[src/rtl/sigmoid_pkg.sv]
// Shared FP32 constants, arbiter state encoding and saturation helpers
// for the sigmoid arbiter slice.
package sigmoid_pkg;

  localparam logic [31:0] FP_ONE          = 32'h3F80_0000;
  localparam logic [31:0] FP_ZERO         = 32'h0000_0000;
  localparam logic [31:0] FP_QNAN         = 32'h7FC0_0000;
  localparam int          SAT_EXP_DEFAULT = 130;

  typedef enum logic [1:0] {
    S_IDLE  = 2'd0,
    S_ISSUE = 2'd1,
    S_WAIT  = 2'd2,
    S_RESP  = 2'd3
  } arb_state_e;

  function automatic logic isSaturated(input logic [31:0] x, input int satExp);
    return int'(x[30:23]) > satExp;
  endfunction

  // Large |x| (including Inf/NaN) collapses onto the sign-selected asymptote.
  function automatic logic [31:0] saturatedValue(input logic [31:0] x);
    return x[31] ? FP_ZERO : FP_ONE;
  endfunction

endpackage

[src/rtl/rr_picker.sv]
// Combinational round-robin select: first asserted request at or after
// ptr_i, wrapping modulo N_REQ.
module rr_picker #(
  parameter  int N_REQ = 4,
  localparam int ID_W  = $clog2(N_REQ)
) (
  input  logic [N_REQ-1:0] req_i,
  input  logic [ID_W-1:0]  ptr_i,
  output logic [ID_W-1:0]  winner_o,
  output logic             any_o
);

  logic [ID_W-1:0] idx;

  // Scan from the farthest offset down so the nearest requester is written last.
  always_comb begin
    winner_o = '0;
    idx      = '0;
    any_o    = |req_i;
    for (int off = N_REQ - 1; off >= 0; off--) begin
      idx = ID_W'((int'(ptr_i) + off) % N_REQ);
      if (req_i[idx]) begin
        winner_o = idx;
      end
    end
  end

endmodule

[src/rtl/sigmoid_arbiter.sv]
// Round-robin scheduler sharing one FP32 sigmoid unit between N_REQ requesters,
// with saturation bypass and a bounded wait that aborts stuck jobs.
module sigmoid_arbiter
  import sigmoid_pkg::*;
#(
  parameter  int N_REQ   = 4,
  parameter  int TIMEOUT = 16,
  parameter  int SAT_EXP = SAT_EXP_DEFAULT,
  localparam int ID_W    = $clog2(N_REQ)
) (
  input  logic                clk_i,
  input  logic                res_i,
  input  logic [N_REQ-1:0]    req_i,
  input  logic [32*N_REQ-1:0] req_num_i,
  output logic [N_REQ-1:0]    gnt_o,
  output logic                resp_valid_o,
  output logic [ID_W-1:0]     resp_id_o,
  output logic [31:0]         resp_data_o,
  output logic                resp_err_o,
  output logic                busy_o,
  output logic                sig_start_o,
  output logic [31:0]         sig_num_o,
  input  logic                sig_done_i,
  input  logic [31:0]         sig_result_i,
  output logic                sig_res_o
);

  localparam int                WCNT_W    = $clog2(TIMEOUT);
  localparam logic [WCNT_W-1:0] WCNT_LAST = WCNT_W'(TIMEOUT - 1);
  localparam logic [ID_W-1:0]   LAST_ID   = ID_W'(N_REQ - 1);
  localparam logic [N_REQ-1:0]  GNT_LSB   = N_REQ'(1);

  arb_state_e        state_q;
  logic [ID_W-1:0]   rrPtr_q;
  logic [ID_W-1:0]   id_q;
  logic [WCNT_W-1:0] wcnt_q;
  logic [N_REQ-1:0]  gnt_q;
  logic              respValid_q;
  logic [ID_W-1:0]   respId_q;
  logic [31:0]       respData_q;
  logic              respErr_q;
  logic              busy_q;
  logic              sigStart_q;
  logic [31:0]       sigNum_q;
  logic              abort_q;

  logic [ID_W-1:0]   winner_d;
  logic              anyReq_d;
  logic [31:0]       winOp_d;
  logic [ID_W-1:0]   nextPtr_d;
  logic [31:0]       reqOps [N_REQ];

  always_comb begin
    for (int i = 0; i < N_REQ; i++) begin
      reqOps[i] = req_num_i[32*i +: 32];
    end
  end

  rr_picker #(.N_REQ(N_REQ)) uPicker (
    .req_i    (req_i),
    .ptr_i    (rrPtr_q),
    .winner_o (winner_d),
    .any_o    (anyReq_d)
  );

  assign winOp_d   = reqOps[winner_d];
  assign nextPtr_d = (id_q == LAST_ID) ? '0 : id_q + 1'b1;

  // Pulsed outputs default low; each state only raises what it owns for one cycle.
  always_ff @(posedge clk_i) begin
    if (res_i) begin
      state_q     <= S_IDLE;
      rrPtr_q     <= '0;
      id_q        <= '0;
      wcnt_q      <= '0;
      gnt_q       <= '0;
      respValid_q <= 1'b0;
      respId_q    <= '0;
      respData_q  <= '0;
      respErr_q   <= 1'b0;
      busy_q      <= 1'b0;
      sigStart_q  <= 1'b0;
      sigNum_q    <= '0;
      abort_q     <= 1'b0;
    end else begin
      gnt_q       <= '0;
      respValid_q <= 1'b0;
      sigStart_q  <= 1'b0;
      abort_q     <= 1'b0;
      case (state_q)
        S_IDLE: begin
          if (anyReq_d) begin
            gnt_q  <= GNT_LSB << winner_d;
            id_q   <= winner_d;
            busy_q <= 1'b1;
            if (isSaturated(winOp_d, SAT_EXP)) begin
              respData_q  <= saturatedValue(winOp_d);
              respErr_q   <= 1'b0;
              respId_q    <= winner_d;
              respValid_q <= 1'b1;
              state_q     <= S_RESP;
            end else begin
              sigStart_q <= 1'b1;
              sigNum_q   <= winOp_d;
              state_q    <= S_ISSUE;
            end
          end
        end
        S_ISSUE: begin
          wcnt_q  <= '0;
          state_q <= S_WAIT;
        end
        S_WAIT: begin
          // A completion on the last permitted cycle still counts as success.
          if (sig_done_i) begin
            respData_q  <= sig_result_i;
            respErr_q   <= 1'b0;
            respId_q    <= id_q;
            respValid_q <= 1'b1;
            state_q     <= S_RESP;
          end else if (wcnt_q == WCNT_LAST) begin
            respData_q  <= FP_QNAN;
            respErr_q   <= 1'b1;
            respId_q    <= id_q;
            respValid_q <= 1'b1;
            abort_q     <= 1'b1;
            state_q     <= S_RESP;
          end else begin
            wcnt_q <= wcnt_q + 1'b1;
          end
        end
        S_RESP: begin
          rrPtr_q <= nextPtr_d;
          busy_q  <= 1'b0;
          state_q <= S_IDLE;
        end
        default: state_q <= S_IDLE;
      endcase
    end
  end

  assign gnt_o        = gnt_q;
  assign resp_valid_o = respValid_q;
  assign resp_id_o    = respId_q;
  assign resp_data_o  = respData_q;
  assign resp_err_o   = respErr_q;
  assign busy_o       = busy_q;
  assign sig_start_o  = sigStart_q;
  assign sig_num_o    = sigNum_q;
  assign sig_res_o    = res_i | abort_q;

endmodule

[config.mk]
export PLATFORM = sky130hd
export DESIGN_NAME = sigmoid_arbiter
export DESIGN_NICKNAME = d
export VERILOG_FILES = /design/src/rtl/sigmoid_pkg.sv /design/src/rtl/rr_picker.sv /design/src/rtl/sigmoid_arbiter.sv
export SDC_FILE = /design/constraint.sdc
export NUM_CORES = 1
export LEC_CHECK = 0
export ABC_AREA = 0
export CORE_MARGIN = 5
export CORE_UTILIZATION = 30
export CTS_BUF_LIST = sky130_fd_sc_hd__clkbuf_2
export DETAILED_ROUTE_END_ITERATION = 10
export GPL_ROUTABILITY_DRIVEN = 0
export GPL_TIMING_DRIVEN = 0
export PLACE_DENSITY = 0.71
export SKIP_LAST_GASP = 1
export SYNTH_ARGS = -nofsm -noshare
export SYNTH_HDL_FRONTEND = slang
export SYNTH_SLANG_ARGS = --single-unit
[constraint.sdc]
create_clock -name clk_i -period 2.29 [get_ports clk_i]
set_input_delay 0.229 -clock clk_i [delete_from_list [all_inputs] [get_ports clk_i]]
set_output_delay 0.229 -clock clk_i [all_outputs]
set_load 0.02 [all_outputs]
==> results of run 1 <==
-- cell families after synthesis --
family | count (synthesis) | share of synthesized area (%)
compound gates | 173 | 20.6
buf+inv | 67 | 6.44
simple gates | 286 | 28.0
mux | 36 | 7.77
flops | 85 | 35.3
fa+ha+maj | 7 | 1.82
-- power by group through the flow --
stage / combinational (W) / sequential [W] / clock (W)
final: 0.00390 / 0.00194 / 0.000893
after global routing: 0.00422 / 0.00197 / 0.000986
after CTS: 0.00360 / 0.00193 / 0.000926
after detailed placement: 0.00333 / 0.00196 / 0
after global placement: 0.00332 / 0.00195 / 0
after floorplan: 0.00165 / 0.00225 / 0
-- per-layer routing --
| layer | GRT usage (%) | up-vias |
|---|---|---|
| met1 | 21.6 | 2581 |
| met5 | 0 | - |
| met3 | 5.81 | 25 |
| met4 | 5.88 | 0 |
| met2 | 35.4 | 199 |
| li1 | - | 2815 |
-- critical path, stage by stage (launching register included) --
cell and delay [ns]:
dfxtp_2 0.40, inv_2 0.05, a22o_4 0.23, a211oi_4 0.27, buf_6 0.21, mux2_4 0.33, nand4_4 0.15, o2111ai_4 0.20
buf_8 0.20, buf_6 0.12, a21o_1 0.15, a21oi_1 0.13
-- final cells by class --
cell class | count | area [um2]
fill | 1559 | 7670
multi-input combinational | 503 | 3060
timing repair buffer | 255 | 2580
sequential | 85 | 1710
buffer | 59 | 377
tap | 216 | 270
clock inverter | 4 | 72.6
clock buffer | 12 | 60.1
inverter | 6 | 22.5
-- sequential cells by signal, summed over array words and instances, names as in the netlist --
register	cells
resp_err_o	1
abort_q	1
rrPtr_q	2
gnt_o	4
resp_valid_o	1
sig_num_o	32
resp_id_o	2
sig_start_o	1
id_q	2
resp_data_o	32
wcnt_q	4
busy_o	1
state_q	2
-- per-stage QoR --
stage          TNS, ns  worst slack, ns  power [W]  instances
2_1_floorplan  -0.0160         -0.00160    0.00390        654
3_3_place_gp    -59.04           -0.950    0.00527       1110
3_5_place_dp    -60.62           -0.958    0.00529       1110
4_1_cts         -11.93           -0.216    0.00646       1137
5_1_grt         -21.61           -0.360    0.00717       1140
6_report        -11.57           -0.216    0.00672       1140
-- synth_stat cells, types with 3 or more instances --
library cell	number
nand3_1	75
a21o_1	26
ha_1	7
buf_2	5
dfxtp_1	85
nor2b_1	3
mux2i_1	28
clkbuf_1	45
nand2_1	125
nor3_1	7
inv_1	5
nand2b_1	10
a21oi_1	68
buf_6	5
mux2_2	7
nor2_1	19
nor4_1	4
buf_4	4
o21ai_0	63
a211oi_1	4
or3_1	31
-- repair_timing --
item | CTS | global route
resized for setup | 55 | 54
endpoints found under the setup margin | 74 | 71
buffers inserted | 9 | 1
cloned | 4 | 2
pin swaps | 60 | 26
-- worst max path at each step --
stage / to / slack (ns) / depth (start not counted)
floorplan: resp_data_o[16] / -0.002 / 12
global placement: sig_num_o[22] / -0.95 / 12
detailed placement: sig_num_o[17] / -0.96 / 12
CTS: resp_data_o[14] / -0.22 / 11
global route: resp_data_o[21] / -0.36 / 12
finish: resp_data_o[19] / -0.22 / 11
-- cell usage in the layout, fill, tap and decap left out, types with 3 or more instances in the layout --
cell type	netlist	layout
mux2_2	7	3
a211oi_2	1	3
o21ai_1	2	8
nor4_1	4	4
clkdlybuf4s50_1	0	240
buf_6	5	13
nor2_1	19	18
or3_4	0	6
o21ai_0	63	54
dfxtp_1	85	82
nor3_1	7	7
or3_1	31	25
clkbuf_2	0	28
nand3_1	75	75
a21oi_1	68	46
buf_8	0	6
ha_1	7	6
clkbuf_4	0	3
mux2_4	1	5
clkbuf_1	45	24
a21oi_2	0	22
nand2b_1	10	9
a21o_1	26	26
mux2i_1	28	26
buf_4	4	7
inv_1	5	4
nor2b_1	3	3
nand2_1	125	125
==> Implementation_results.wiki, run 1 <==
{| class="wikitable"
! Metric !! Value
|-
| Maximum root-to-sink buffer count || 2
|-
| Half-perimeter wire length after detailed placement || 14.6 mm
|-
| Highest ir drop seen on vdd || 0.338 mV
|-
| Flip-flop and latch count after synthesis || 85
|-
| Final Cycle Share || 109%
|-
| Clock insertion delay at the later pin of the skew report || 0.57 ns
|-
| Count of distinct cell types in the synthesized netlist || 44
|-
| Clock transition at the registers of the reported paths || 0.21 ns
|-
| Height of the die || 137 um
|-
| Cell-internal power || 0.00393 W
|-
| Yosys top cell area share || 35.3%
|-
| Violated checks || negative setup slack
|-
| I/O Pins || 242
|-
| Type of the worst min-delay path || primary input to register
|-
| Gate power share || 57.9%
|-
| DRT antenna net count || 0
|-
| WP data arrival || 2.99 ns
|-
| Power per standard cell area || 824 nW/um2
|-
| Final hold viol count || 0
|-
| Launch instance of the worst min-delay path || sig_done_i
|-
| Routed wirelength normalized by instance count || 16.7 um
|-
| Tot GR Track Use || 19.4%
|-
| Cell type contributing the most total cell area after synthesis || dfxtp_1
|-
| Net count after synthesis || 828
|-
| Max-Cap Viols || 0
|-
| Share of the yosys chip area belonging to registers || 35.3%
|-
| Antenna violations before repair || 0
|-
| Effective utilization at floorplan || 30.4%
|-
| Reg-to-reg startpoint || rrPtr_q[0]
|-
| CTS tree || built
|-
| Uppermost signal routing layer after detailed routing || met4
|-
| Highest achievable clock rate || 399 MHz
|-
| Horiz. Die Dim || 137 um
|-
| Number of flops mapped to enable cells by yosys || 0
|-
| Hold WS || 0.110 ns
|-
| Detailed-routing iteration count for the pre-antenna-repair pass || 4
|-
| Mean cell area of the mapped netlist || 7.36 um2
|-
| Clock network fraction of total power || 13.3%
|-
| Total inserted antenna cells || 0
|-
| Number of slew-limit violations in the final report || 0
|-
| Worst Hold Endpoint || resp_data_o[3]
|-
| Die ar. || 18700 um2
|-
| Data required time of the worst path || 2.78 ns
|-
| Largest net degree at the start of global routing || 14
|-
| Capturing element type of the critical path || register
|-
| Final critical delay including setup and external delays || 2.51 ns
|-
| Length in cells of the worst reg-to-reg path || 11
|-
| Via count || 5620
|-
| Final-stage net count || 1093
|-
| # DRC || 0
|-
| Inserted Clock Buffers || 9
|-
| Slew margin rel. || 53.5%
|-
| Drt first-iter violations || 247
|-
| Transition time of the tightest slew-check pin || 0.697 ns
|-
| Proportion of total power due to net switching || 41.6%
|-
| Clock sink total || 85
|-
| Number of global-route vias before repair || 5616
|-
| CTS H-tree lvls || 3
|-
| Startpoint class of the critical path || register
|-
| Top area cells in the synthesized netlist || dfxtp_1, nand2_1, nand3_1
|-
| Post-synthesis instance total || 654
|-
| Root cell of the clock tree || clkbuf_2
|-
| Net switching power || 0.00280 W
|-
| End of the worst register-to-register path || resp_data_o[19]
|-
| Hold buffer count at cts || 0
|-
| Clock tree skew after final layout || 0.0279 ns
|-
| Fin worst setup slack || -0.216 ns
|-
| Worst-path fanout max || 8
|-
| Most used flip-flop cell after synthesis || dfxtp_1
|-
| Outcome || finished, violations left
|-
| Total setup violations reported at the end of the flow || 68
|-
| Asr flop ratio synth || 0%
|-
| Vias per std cell || 4.93
|-
| Sequential Power Share || 28.8%
|-
| Met2 Routed Length || 9.48 mm
|-
| Met3 Wirelength || 1.67 mm
|-
| Type of the worst setup path || register to register
|-
| Final Routed Wirelength || 19.0 mm
|-
| Routed met1 length || 7.58 mm
|-
| Instance area at placement || 7510 um2
|-
| Post-route cell area || 8160 um2
|-
| Static leakage || 2.99 nW
|-
| Post-synth design cell area || 4810 um2
|-
| Wire length of the first global-routing pass || 28.4 mm
|-
| Hold Path Cell Cnt || 4
|-
| Site Rows || 46
|-
| Input/output buffers || 240
|-
| Core area || 15800 um2
|-
| Layout cells sized above 1 || 13.9%
|-
| Unrepaired setup endpoints after global routing || yes
|-
| Global-route congestion overflow total || 0
|-
| Worst reg2reg setup slack || -0.22 ns
|-
| Util after Layout || 51.5%
|-
| Startpoint of the most critical setup path || rrPtr_q[0]
|-
| Synth-to-Final Area Change || 69.5%
|-
| Yosys warning count || 0
|}
Power figures use the tool's default switching activity.
==> inputs of run 2 (changes only) <==
--- a/config.mk
+++ b/config.mk
@@ -6,14 +6,15 @@
 export NUM_CORES = 1
 export LEC_CHECK = 0
 export ABC_AREA = 0
+export ABC_CLOCK_PERIOD_IN_PS = 2290
 export CORE_MARGIN = 5
 export CORE_UTILIZATION = 30
 export CTS_BUF_LIST = sky130_fd_sc_hd__clkbuf_2
 export DETAILED_ROUTE_END_ITERATION = 10
 export GPL_ROUTABILITY_DRIVEN = 0
-export GPL_TIMING_DRIVEN = 0
-export PLACE_DENSITY = 0.71
+export PLACE_DENSITY = 0.73
 export SKIP_LAST_GASP = 1
 export SYNTH_ARGS = -nofsm -noshare
 export SYNTH_HDL_FRONTEND = slang
+export SYNTH_HIERARCHICAL = 1
 export SYNTH_SLANG_ARGS = --single-unit
==> run 2 against run 1 <==
The flow still finishes with violations (negative setup slack). Cell area down 7.6%. Clock power up 0.9%. Worst hold slack gained 0.068 ns. Sequential cell count unchanged. Power down 7.2%. Sequential share of layout area rose by 1.7 points. Via count fell by 23%. First-iteration DRC count is 46% lower. Wire length down 19%. Non-clock buffer count down 33. Combinational power fell by 13%. Area after synthesis shrank 8.2%. Critical path type unchanged. Highest routed layer unchanged.
==> Implementation_results.wiki, run 2 <==
{| class="wikitable"
! Metric !! Value
|-
| Max-Cap Viols || 0
|-
| Net count after synthesis || 616
|-
| Clock transition at the registers of the reported paths || 0.23 ns
|-
| End of the worst register-to-register path || resp_data_o[10]
|-
| Maximum root-to-sink buffer count || 2
|-
| Post-synth design cell area || 4420 um2
|-
| Drt first-iter violations || 134
|-
| WP data arrival || 3.21 ns
|-
| CTS H-tree lvls || 3
|-
| Outcome || finished, violations left
|-
| Hold Path Cell Cnt || 3
|-
| Highest achievable clock rate || 370 MHz
|-
| Root cell of the clock tree || clkbuf_2
|-
| I/O Pins || 242
|-
| Startpoint class of the critical path || register
|-
| Horiz. Die Dim || 131 um
|-
| Largest net degree at the start of global routing || 48
|-
| Asr flop ratio synth || 0%
|-
| Largest delay share family, worst path || multiplexers
|-
| Type of the worst setup path || register to register
|-
| Detailed-routing iteration count for the pre-antenna-repair pass || 4
|-
| Most repeated cell in the gate-level netlist after synthesis || nand2_1
|-
| Final Routed Wirelength || 15.4 mm
|-
| Most common cell after layout, fill and taps aside || clkdlybuf4s50_1
|-
| Cell type contributing the most total cell area after synthesis || dfxtp_1
|-
| Max stage delay cell, worst path || mux4_2
|-
| Top area cells in the synthesized netlist || dfxtp_1, mux4_2, mux2i_1
|-
| Die ar. || 17300 um2
|-
| Synth-to-Final Area Change || 70.7%
|-
| Launch instance of the worst min-delay path || sig_result_i[11]
|-
| Final Cycle Share || 118%
|-
| Clock sink total || 85
|-
| Fin worst setup slack || -0.410 ns
|-
| Yosys warning count || 6
|-
| Instance area at placement || 7220 um2
|-
| Biggest cell delay along the critical path || 0.56 ns
|-
| Half-perimeter wire length after detailed placement || 12.4 mm
|-
| Post-route setup TNS || -24.61 ns
|-
| Final critical delay including setup and external delays || 2.70 ns
|-
| Cell with the most instances on the worst path || buf_12
|-
| Via count || 4344
|-
| Routed wirelength normalized by instance count || 17.2 um
|-
| Total setup violations reported at the end of the flow || 70
|-
| Cells along the critical path || mux2i_2 -> a211oi_4 -> buf_12 -> buf_12 -> mux4_2 -> a211oi_4 -> a211o_4 -> buf_12 -> mux2i_2
|-
| Yosys top cell area share || 38.5%
|-
| Height of the die || 131 um
|-
| Slew margin rel. || 71.1%
|-
| Final hold viol count || 0
|-
| Input/output buffers || 241
|-
| Worst reg2reg setup slack || -0.41 ns
|-
| Length in cells of the worst reg-to-reg path || 9
|-
| Highest-count cells in the layout ignoring fill and taps || clkdlybuf4s50_1, nand2_1, dfxtp_1
|-
| Number of slew-limit violations in the final report || 0
|-
| Final-stage net count || 876
|-
| Power per standard cell area || 828 nW/um2
|-
| Clock tree skew after final layout || 0.0195 ns
|-
| Reg-to-reg startpoint || rrPtr_q[1]
|-
| Number of global-route vias before repair || 4538
|-
| Effective utilization at floorplan || 30.5%
|-
| Unrepaired setup endpoints after global routing || yes
|-
| Data required time of the worst path || 2.80 ns
|-
| Tot GR Track Use || 17.1%
|-
| Site Rows || 44
|-
| Layout cells sized above 1 || 15.0%
|-
| Capturing element type of the critical path || register
|-
| DRT antenna net count || 0
|-
| Violated checks || negative setup slack
|-
| Vias per std cell || 4.86
|-
| Number of flops mapped to enable cells by yosys || 0
|-
| Static leakage || 3.02 nW
|-
| Antenna violations before repair || 1
|-
| Flip-flop and latch count after synthesis || 85
|-
| Transition time of the tightest slew-check pin || 0.432 ns
|-
| Post-route cell area || 7540 um2
|-
| CTS tree || built
|-
| Number of buffer and inverter stages on the critical path || 3
|-
| Global-route congestion overflow total || 0
|-
| Post-synthesis instance total || 443
|-
| Worst Hold Endpoint || resp_data_o[11]
|-
| Share of the yosys chip area belonging to registers || 38.5%
|-
| Worst-path fanout max || 12
|-
| Clock insertion delay at the later pin of the skew report || 0.57 ns
|-
| Core area || 14500 um2
|-
| Count of fill cells added during filler insertion || 1280
|-
| Post-synth top cells || nand2_1, dfxtp_1, mux2i_1, mux4_2
|-
| Inserted Clock Buffers || 9
|-
| # DRC || 0
|-
| Most used flip-flop cell after synthesis || dfxtp_1
|-
| Type of the worst min-delay path || primary input to register
|-
| Count of distinct cell types in the synthesized netlist || 42
|-
| Wire length of the first global-routing pass || 23.8 mm
|-
| Highest ir drop seen on vdd || 0.312 mV
|-
| Util after Layout || 52.1%
|-
| Mean cell area of the mapped netlist || 9.97 um2
|}
## run 2: cell count changes after synthesis, moves of 4 or more
| cell | previous run | this run |
|---|---|---|
| nand3_1 | 75 | 4 |
| mux2i_1 | 28 | 66 |
| a21o_1 | 26 | 1 |
| buf_4 | 4 | 0 |
| o21ai_0 | 63 | 10 |
| mux4_2 | 0 | 30 |
| mux2_2 | 7 | 3 |
| a21oi_1 | 68 | 12 |
| clkbuf_1 | 45 | 18 |
| nand2b_1 | 10 | 4 |
| or3_1 | 31 | 0 |
## run 2: tightest hold or removal path: cells and delay by family
| family | cells | cell delay (ns) |
|---|---|---|
| buf+inv | 1 | 0.40 |
| mux | 1 | 0.05 |
| simple gates | 1 | 0.06 |
## run 2: layout make-up
cell class,instances,area (um2),area share [%]
Multi-Input combinational cell,320,2570,34.1
Clock inverter,6,87.6,1.16
Timing Repair Buffer,281,2870,38.1
Inverter,6,22.5,0.299
Antenna cell,1,2.50,0.0332
Clock buffer,10,50.0,0.664
Tap cell,184,230,3.05
Sequential cell,85,1710,22.6
## run 2: how the worst max path moves through the flow
stage               startpoint              end  slack, ns  cells after the start
floorplan           rrPtr_q[1]       resp_err_o      -0.23                      9
global placement      req_i[3]  resp_data_o[29]      -0.70                      9
detailed placement    req_i[3]  resp_data_o[27]      -0.80                      9
CTS                 rrPtr_q[1]  resp_data_o[10]      -0.40                      9
global route        rrPtr_q[1]  resp_data_o[10]      -0.49                      8
finish              rrPtr_q[1]  resp_data_o[10]      -0.41                      9
## run 2: repair_timing
action	CTS	global route
setup endpoints to repair	70	70
gates resized for setup	9	8
gates cloned	1	3
pin swaps	1	6
setup buffers	2	2
hold buffers	0	0
## run 2: where the power goes
part,internal [W],switching [W],leakage [nW]
sequential,0.00178,0.000174,0.694
clock,0.000363,0.000538,0.0758
combinational,0.00183,0.00157,2.25
## run 2: per-layer routing
layer,GRT usage (%),vias to the layer above,share of wire (%)
met5,0,-,0
met2,30.0,186,51
li1,-,2076,-
met3,4.43,25,7.0
met4,6.74,0,2.1
met1,19.8,2057,40
## run 2: kinds of logic after synthesis
family	count (synthesis)	share of synthesized area, %
simple gates	177	17.0
mux	101	32.2
flops	85	38.5
buf+inv	38	5.27
compound gates	35	5.15
fa+ha+maj	6	1.70
xor+xnor	1	0.198
## run 2: stage by stage
| stage | setup slack [ns] | power, W | cells | hold slack, ns |
|---|---|---|---|---|
| floorplan | -0.234 | 0.00389 | 443 | 0.368 |
| global placement | -0.702 | 0.00501 | 868 | 0.445 |
| detailed placement | -0.795 | 0.00508 | 868 | 0.455 |
| CTS | -0.398 | 0.00617 | 887 | 0.101 |
| global route | -0.488 | 0.00660 | 893 | 0.120 |
| finish | -0.410 | 0.00624 | 893 | 0.177 |
==> inputs of run 3 (changes only) <==
--- a/config.mk
+++ b/config.mk
@@ -11,7 +11,6 @@
 export CORE_UTILIZATION = 30
 export CTS_BUF_LIST = sky130_fd_sc_hd__clkbuf_2
 export DETAILED_ROUTE_END_ITERATION = 10
-export GPL_ROUTABILITY_DRIVEN = 0
 export PLACE_DENSITY = 0.73
 export SKIP_LAST_GASP = 1
 export SYNTH_ARGS = -nofsm -noshare
==> results of run 3 <==
No change in the layout: final DEF, timing and power equal those of run 2.
